`config.mk`:
```
export PLATFORM = sky130hd
export DESIGN_NAME = cache_axi_bridge
export DESIGN_NICKNAME = d
export VERILOG_FILES = /design/src/rtl/cache_axi_bridge.sv
export SDC_FILE = /design/constraint.sdc
export NUM_CORES = 1
export LEC_CHECK = 0
export CORE_AREA = 2 2 152 154
export DETAILED_ROUTE_END_ITERATION = 12
export DIE_AREA = 0 0 154 156
export GPL_TIMING_DRIVEN = 0
export HOLD_SLACK_MARGIN = 0.05
export PLACE_DENSITY = 0.59
export SETUP_SLACK_MARGIN = 0.3
export SLEW_MARGIN = 40
export SYNTH_ARGS = -nofsm -noshare
export SYNTH_HDL_FRONTEND = slang
export SYNTH_SLANG_ARGS = --single-unit
export TNS_END_PERCENT = 50
```
`constraint.sdc`:
```
create_clock -name clk -period 2 [get_ports clk]
set_clock_uncertainty 0.05 [all_clocks]
set_input_delay 0.4 -clock clk [delete_from_list [all_inputs] [get_ports clk]]
set_output_delay 0.4 -clock clk [all_outputs]
set_load 0.01 [all_outputs]
```
`src/rtl/cache_axi_bridge.sv`:
```
// Bridges the I-cache and D-cache SRAM-like ports onto one AXI master port.
// Only one single-beat transaction is in flight, and the D side wins ties.
module cache_axi_bridge (
   input  logic        clk,
   input  logic        rst,
   input  logic        inst_req,
   input  logic        inst_wr,
   input  logic [1:0]  inst_size,
   input  logic [31:0] inst_addr,
   output logic [31:0] inst_rdata,
   output logic        inst_addr_ok,
   output logic        inst_data_ok,
   input  logic        data_req,
   input  logic        data_wr,
   input  logic [1:0]  data_size,
   input  logic [31:0] data_addr,
   input  logic [31:0] data_wdata,
   output logic [31:0] data_rdata,
   output logic        data_addr_ok,
   output logic        data_data_ok,
   output logic [3:0]  arid,
   output logic [31:0] araddr,
   output logic [7:0]  arlen,
   output logic [2:0]  arsize,
   output logic [1:0]  arburst,
   output logic [1:0]  arlock,
   output logic [3:0]  arcache,
   output logic [2:0]  arprot,
   output logic        arvalid,
   input  logic        arready,
   input  logic [3:0]  rid,
   input  logic [31:0] rdata,
   input  logic [1:0]  rresp,
   input  logic        rlast,
   input  logic        rvalid,
   output logic        rready,
   output logic [3:0]  awid,
   output logic [31:0] awaddr,
   output logic [7:0]  awlen,
   output logic [2:0]  awsize,
   output logic [1:0]  awburst,
   output logic [1:0]  awlock,
   output logic [3:0]  awcache,
   output logic [2:0]  awprot,
   output logic        awvalid,
   input  logic        awready,
   output logic [3:0]  wid,
   output logic [31:0] wdata,
   output logic [3:0]  wstrb,
   output logic        wlast,
   output logic        wvalid,
   input  logic        wready,
   input  logic [3:0]  bid,
   input  logic [1:0]  bresp,
   input  logic        bvalid,
   output logic        bready
);

   localparam logic [3:0] INST_ID = 4'd0;
   localparam logic [3:0] DATA_ID = 4'd1;

   typedef enum logic [2:0] {IDLE, RD_ADDR, RD_DATA, WR_ADDR, WR_RESP} state_t;

   state_t      state_q, state_d;
   logic [31:0] addr_q, addr_d;
   logic [1:0]  size_q, size_d;
   logic [31:0] wdata_q, wdata_d;
   logic        wr_q, wr_d;
   logic        src_q, src_d;
   logic        aw_done_q, aw_done_d;
   logic        w_done_q, w_done_d;

   always_comb begin
      state_d   = state_q;
      addr_d    = addr_q;
      size_d    = size_q;
      wdata_d   = wdata_q;
      wr_d      = wr_q;
      src_d     = src_q;
      aw_done_d = aw_done_q;
      w_done_d  = w_done_q;
      case (state_q)
         IDLE: begin
            if (data_req) begin
               addr_d    = data_addr;
               size_d    = data_size;
               wdata_d   = data_wdata;
               wr_d      = data_wr;
               src_d     = 1'b1;
               aw_done_d = 1'b0;
               w_done_d  = 1'b0;
               state_d   = data_wr ? WR_ADDR : RD_ADDR;
            end else if (inst_req) begin
               addr_d  = inst_addr;
               size_d  = inst_size;
               wdata_d = '0;
               wr_d    = 1'b0;
               src_d   = 1'b0;
               state_d = RD_ADDR;
            end
         end
         RD_ADDR: if (arready) state_d = RD_DATA;
         RD_DATA: if (rvalid) state_d = IDLE;
         WR_ADDR: begin
            // AW and W may complete in either order or together
            aw_done_d = aw_done_q | awready;
            w_done_d  = w_done_q | wready;
            if (aw_done_d && w_done_d) begin
               aw_done_d = 1'b0;
               w_done_d  = 1'b0;
               state_d   = WR_RESP;
            end
         end
         WR_RESP: if (bvalid) state_d = IDLE;
         default: state_d = IDLE;
      endcase
   end

   always_ff @(posedge clk) begin
      if (!rst) begin
         state_q   <= IDLE;
         addr_q    <= '0;
         size_q    <= '0;
         wdata_q   <= '0;
         wr_q      <= 1'b0;
         src_q     <= 1'b0;
         aw_done_q <= 1'b0;
         w_done_q  <= 1'b0;
      end else begin
         state_q   <= state_d;
         addr_q    <= addr_d;
         size_q    <= size_d;
         wdata_q   <= wdata_d;
         wr_q      <= wr_d;
         src_q     <= src_d;
         aw_done_q <= aw_done_d;
         w_done_q  <= w_done_d;
      end
   end

   // Handshake outputs are masked while reset is asserted so an abandoned transfer stays silent
   assign data_addr_ok = rst && (state_q == IDLE) && data_req;
   assign inst_addr_ok = rst && (state_q == IDLE) && !data_req && inst_req;
   assign inst_data_ok = rst && (state_q == RD_DATA) && rvalid && !src_q;
   assign data_data_ok = rst && (((state_q == RD_DATA) && rvalid && src_q) ||
                                 ((state_q == WR_RESP) && bvalid));
   assign inst_rdata   = rdata;
   assign data_rdata   = rdata;

   assign arvalid = rst && (state_q == RD_ADDR);
   assign rready  = rst && (state_q == RD_DATA);
   assign awvalid = rst && (state_q == WR_ADDR) && !aw_done_q;
   assign wvalid  = rst && (state_q == WR_ADDR) && !w_done_q;
   assign bready  = rst && (state_q == WR_RESP);

   assign arid    = src_q ? DATA_ID : INST_ID;
   assign araddr  = addr_q;
   assign arsize  = {1'b0, size_q};
   assign arlen   = 8'd0;
   assign arburst = 2'b01;
   assign arlock  = 2'b00;
   assign arcache = 4'd0;
   assign arprot  = 3'd0;

   assign awid    = DATA_ID;
   assign awaddr  = addr_q;
   assign awsize  = {1'b0, size_q};
   assign awlen   = 8'd0;
   assign awburst = 2'b01;
   assign awlock  = 2'b00;
   assign awcache = 4'd0;
   assign awprot  = 3'd0;

   assign wid   = DATA_ID;
   assign wdata = wdata_q;
   assign wlast = 1'b1;

   always_comb begin
      case (size_q)
         2'd0:    wstrb = 4'b0001 << addr_q[1:0];
         2'd1:    wstrb = 4'b0011 << addr_q[1:0];
         default: wstrb = 4'b1111;
      endcase
   end

   logic unused_ok;
   assign unused_ok = ^{inst_wr, rid, rresp, rlast, bid, bresp, wr_q};

endmodule

```
==> qor.csv <==
stage,metric,value,unit
run_status,status,"complete, no violations",
sta,Max-slew headroom,0.5731,
global_routing,initial antenna violation count,0,
final_layout,Syn-to-layout area delta,93.14,%
power_and_ir_drop,combinational share of power,0.493,
drt,initial DRC count,172,
global_routing,total track usage,0.1390,
final_layout,layout cells sized above 1,0.3126,
clock_tree,CTS tree,yes,
critical_path,Setup CP Type,reg -> out,
logic_synthesis,register area share after synthesis,0.3175,
power_and_ir_drop,power density cells,878.3,nW/um^2
final_layout,filler cell count,2262,
placement,Area after DPL,7953,um^2
placement,placed cells,1143,
logic_synthesis,cells after synthesis,522,
critical_path,CP top delay family,buffers and inverters,
clock_tree,CTS sink cnt,72,
critical_path,critical path capture point type,output pin,
clock_tree,"CTS clk-pin slew, worst paths",0.07,ns
logic_synthesis,main area contributors after synthesis,"dfxtp_1 32%, buf_4 25%, mux2i_1 7.5%, o211a_1 7.5%, a21boi_1 5.0%",
floorplan,die height,156,um
final_layout,Antenna Cells,0,
sta,final hold vios,0,
clock_tree,H-tree depth,3,
final_layout,FF/Latch Area,1500,um^2
critical_path,type of origin of the critical path,register,
critical_path,"Data required, critical path",1.55,ns
power_and_ir_drop,maximum VDD drop,0.3986,mV
logic_synthesis,Syn. warnings,0,
drt,DR pass1 iterations,4,
final_layout,nets,1050,
final_layout,most frequent cells in the layout,"209 x clkdlybuf4s50_1, 175 x buf_4, 58 x dlymetal6s2s_1",
final_layout,post-route cell area,8767,um^2
drt,WL/cell,14.72,um
critical_path,Worst EP arrival,1.44,ns
critical_path,"Max FO, Critical Path",3,
critical_path,r2r worst-path depth,7,
clock_tree,CTS buffer count,9,
logic_synthesis,post-synth cell types,42,
critical_path,max incr delay on CP,0.33,ns
global_routing,number of global-route vias before repair,4640,
power_and_ir_drop,P_leak,4.897,nW
logic_synthesis,synthesized area,4539,um^2
placement,PortBufs,286,
sta,min setup slack post-route,0.1114,ns
power_and_ir_drop,Power Internal,5.091,mW
sta,Max Slew Vio Count,0,
final_layout,multi-input logic area,2058,um^2
clock_tree,CTS root buf,clkbuf_16,
drt,DRT Wirelength,17.42,mm
run,max_cap viols,0,
clock_tree,hold_buf cts,0,
floorplan,Die X,154,um
power_and_ir_drop,sw frac,0.3388,
global_routing,total gr overflow,0,
final_layout,"leading cell type in the layout, fill and taps excluded",clkdlybuf4s50_1,
drt,"antenna viol nets, final",0,
power_and_ir_drop,P_sw,2.609,mW
placement,pre-CTS WS,-0.7995,ns
floorplan,Initial Util,0.2030,
sta,Final TNS setup,0,ns
placement,dpl hpwl,13.62,mm
floorplan,IO Pins,386,
power_and_ir_drop,Clk pwr share,0.237,
floorplan,die area,24020,um^2
sta,RSZ-0062 raised after global routing,yes,
drt,via count,4690,
sta,period utilization,0.9443,
critical_path,CP max-delay cell,dfxtp_2,
critical_path,WP buf/inv,3,
drt,drt drc,0,
final_layout,fin cells,1184,
logic_synthesis,post-synthesis register bit count,72,
global_routing,first-pass GRT wire length,26.05,mm
sta,maximum clock frequency,529.5,MHz
logic_synthesis,"EDFF count, synth",0,
logic_synthesis,top_reg_cell synth,dfxtp_1,
final_layout,final core occ,0.3920,
logic_synthesis,fraction of registers with async set/reset,0,
logic_synthesis,post-synth top area cell,dfxtp_1,
power_and_ir_drop,Seq pwr share,0.270,
critical_path,Critical Path Stages,5,
logic_synthesis,syn_area_per_cell,8.696,um^2
placement,GP Congestion,0.7975,
critical_path,critical path cell sequence,or2_1 -> buf_6 -> buf_8 -> nor4_4 -> buf_2,
floorplan,core area,22370,um^2
logic_synthesis,share of the synthesized area in the top cell type,0.3175,
sta,final setup fails,0,
floorplan,row count,55,
drt,drt via density,3.961,
hold_path,HP Class,reg -> reg,
sta,minimum clock period,1.889,ns
clock_tree,clk_lat worst skew,0.33,ns
hold_path,Hold Path Depth,2,
clock_tree,Max clock buf depth,2,
sta,Tightest Pin Transition,0.6403,ns
global_routing,largest net degree at the start of global routing,14,
==> metal layers <==
metal  share of wire  track usage  up-vias
li1                -            -     2335
met1            0.39       0.1618     2095
met2            0.50       0.2458      250
met3           0.097      0.04528       10
met4           0.011      0.03605        0
met5               0            0        -
==> flip-flops by register name (all words and copies together) (netlist names) <==
name and cells:
state_q 3, size_q 2, araddr 32, wdata 32, w_done_q 1, src_q 1, aw_done_q 1
==> final timing paths <==
| path | from | end | slack [ns] |
|---|---|---|---|
| max | state_q[2] | inst_addr_ok | 0.11 |
| min | wdata[27] | wdata[27] | 0.42 |
| max reg2reg | state_q[2] | size_q[1] | 0.17 |
| min reg2reg | wdata[27] | wdata[27] | 0.42 |
==> metrics by stage <==
stage	hold slack, ns	power [mW]
after global routing	0.4458	8.196
after detailed placement	0.4139	5.716
after CTS	0.4237	7.775
after floorplan	0.4041	3.817
after global placement	0.4077	5.713
final	0.4198	7.700
==> cell usage after synthesis, types with 2 or more instances <==
master / n
a21boi_0: 2
a21boi_1: 30
a21oi_1: 2
a221oi_1: 2
and3b_1: 2
buf_2: 18
buf_4: 153
clkbuf_1: 14
conb_1: 2
dfxtp_1: 72
inv_1: 4
mux2i_1: 34
nand2_1: 37
nand2b_1: 6
nand3_1: 35
nand3b_1: 2
nor2_1: 10
nor3_1: 4
nor4b_2: 2
o211a_1: 34
o21ai_0: 25
o21ai_1: 10
o21bai_1: 3
==> cell type report <==
cell class                      count  share of cell area
Timing Repair Buffer              311              0.3601
Multi-Input combinational cell    309              0.2348
Sequential cell                    72              0.1711
Buffer                            187              0.1541
Tap cell                          285             0.04067
Clock buffer                       11             0.02769
Clock inverter                      5            0.009847
Inverter                            4            0.001713
==> worst register-to-register path: cells and delay by family (launching register included) <==
family	cells	cell delay, ns
AOI/OAI and AO/OA	1	0.15
buffers and inverters	4	0.68
and+or+nand+nor	2	0.50
DFF	1	0.33
==> power groups by stage <==
| stage | Combinational (mW) | Clock (mW) | Sequential (mW) |
|---|---|---|---|
| detailed placement | 3.65 | 0 | 2.07 |
| CTS | 3.82 | 1.90 | 2.06 |
| finish | 3.80 | 1.82 | 2.08 |
| floorplan | 1.69 | 0 | 2.13 |
| global route | 4.10 | 1.96 | 2.13 |
| global placement | 3.64 | 0 | 2.08 |
==> cell families (layout without fill, tap and decap cells) <==
logic type | count (synthesis) | in the layout | synth area share
multiplexers | 34 | 34 | 0.07497
AND/OR/NAND/NOR | 105 | 105 | 0.1158
other | 2 | 52 | 0.001654
flip-flops | 72 | 72 | 0.3175
AO/OA/AOI/OAI | 118 | 118 | 0.1990
buffers and inverters | 191 | 518 | 0.2911
==> timing repair <==
item                       4_1_cts  5_1_grt
gates cloned                     1        0
pin swaps                        6        3
setup endpoints to repair      162      132
setup buffers                   14       10
gates resized for setup         97       97
Power figures use the tool's default switching activity.
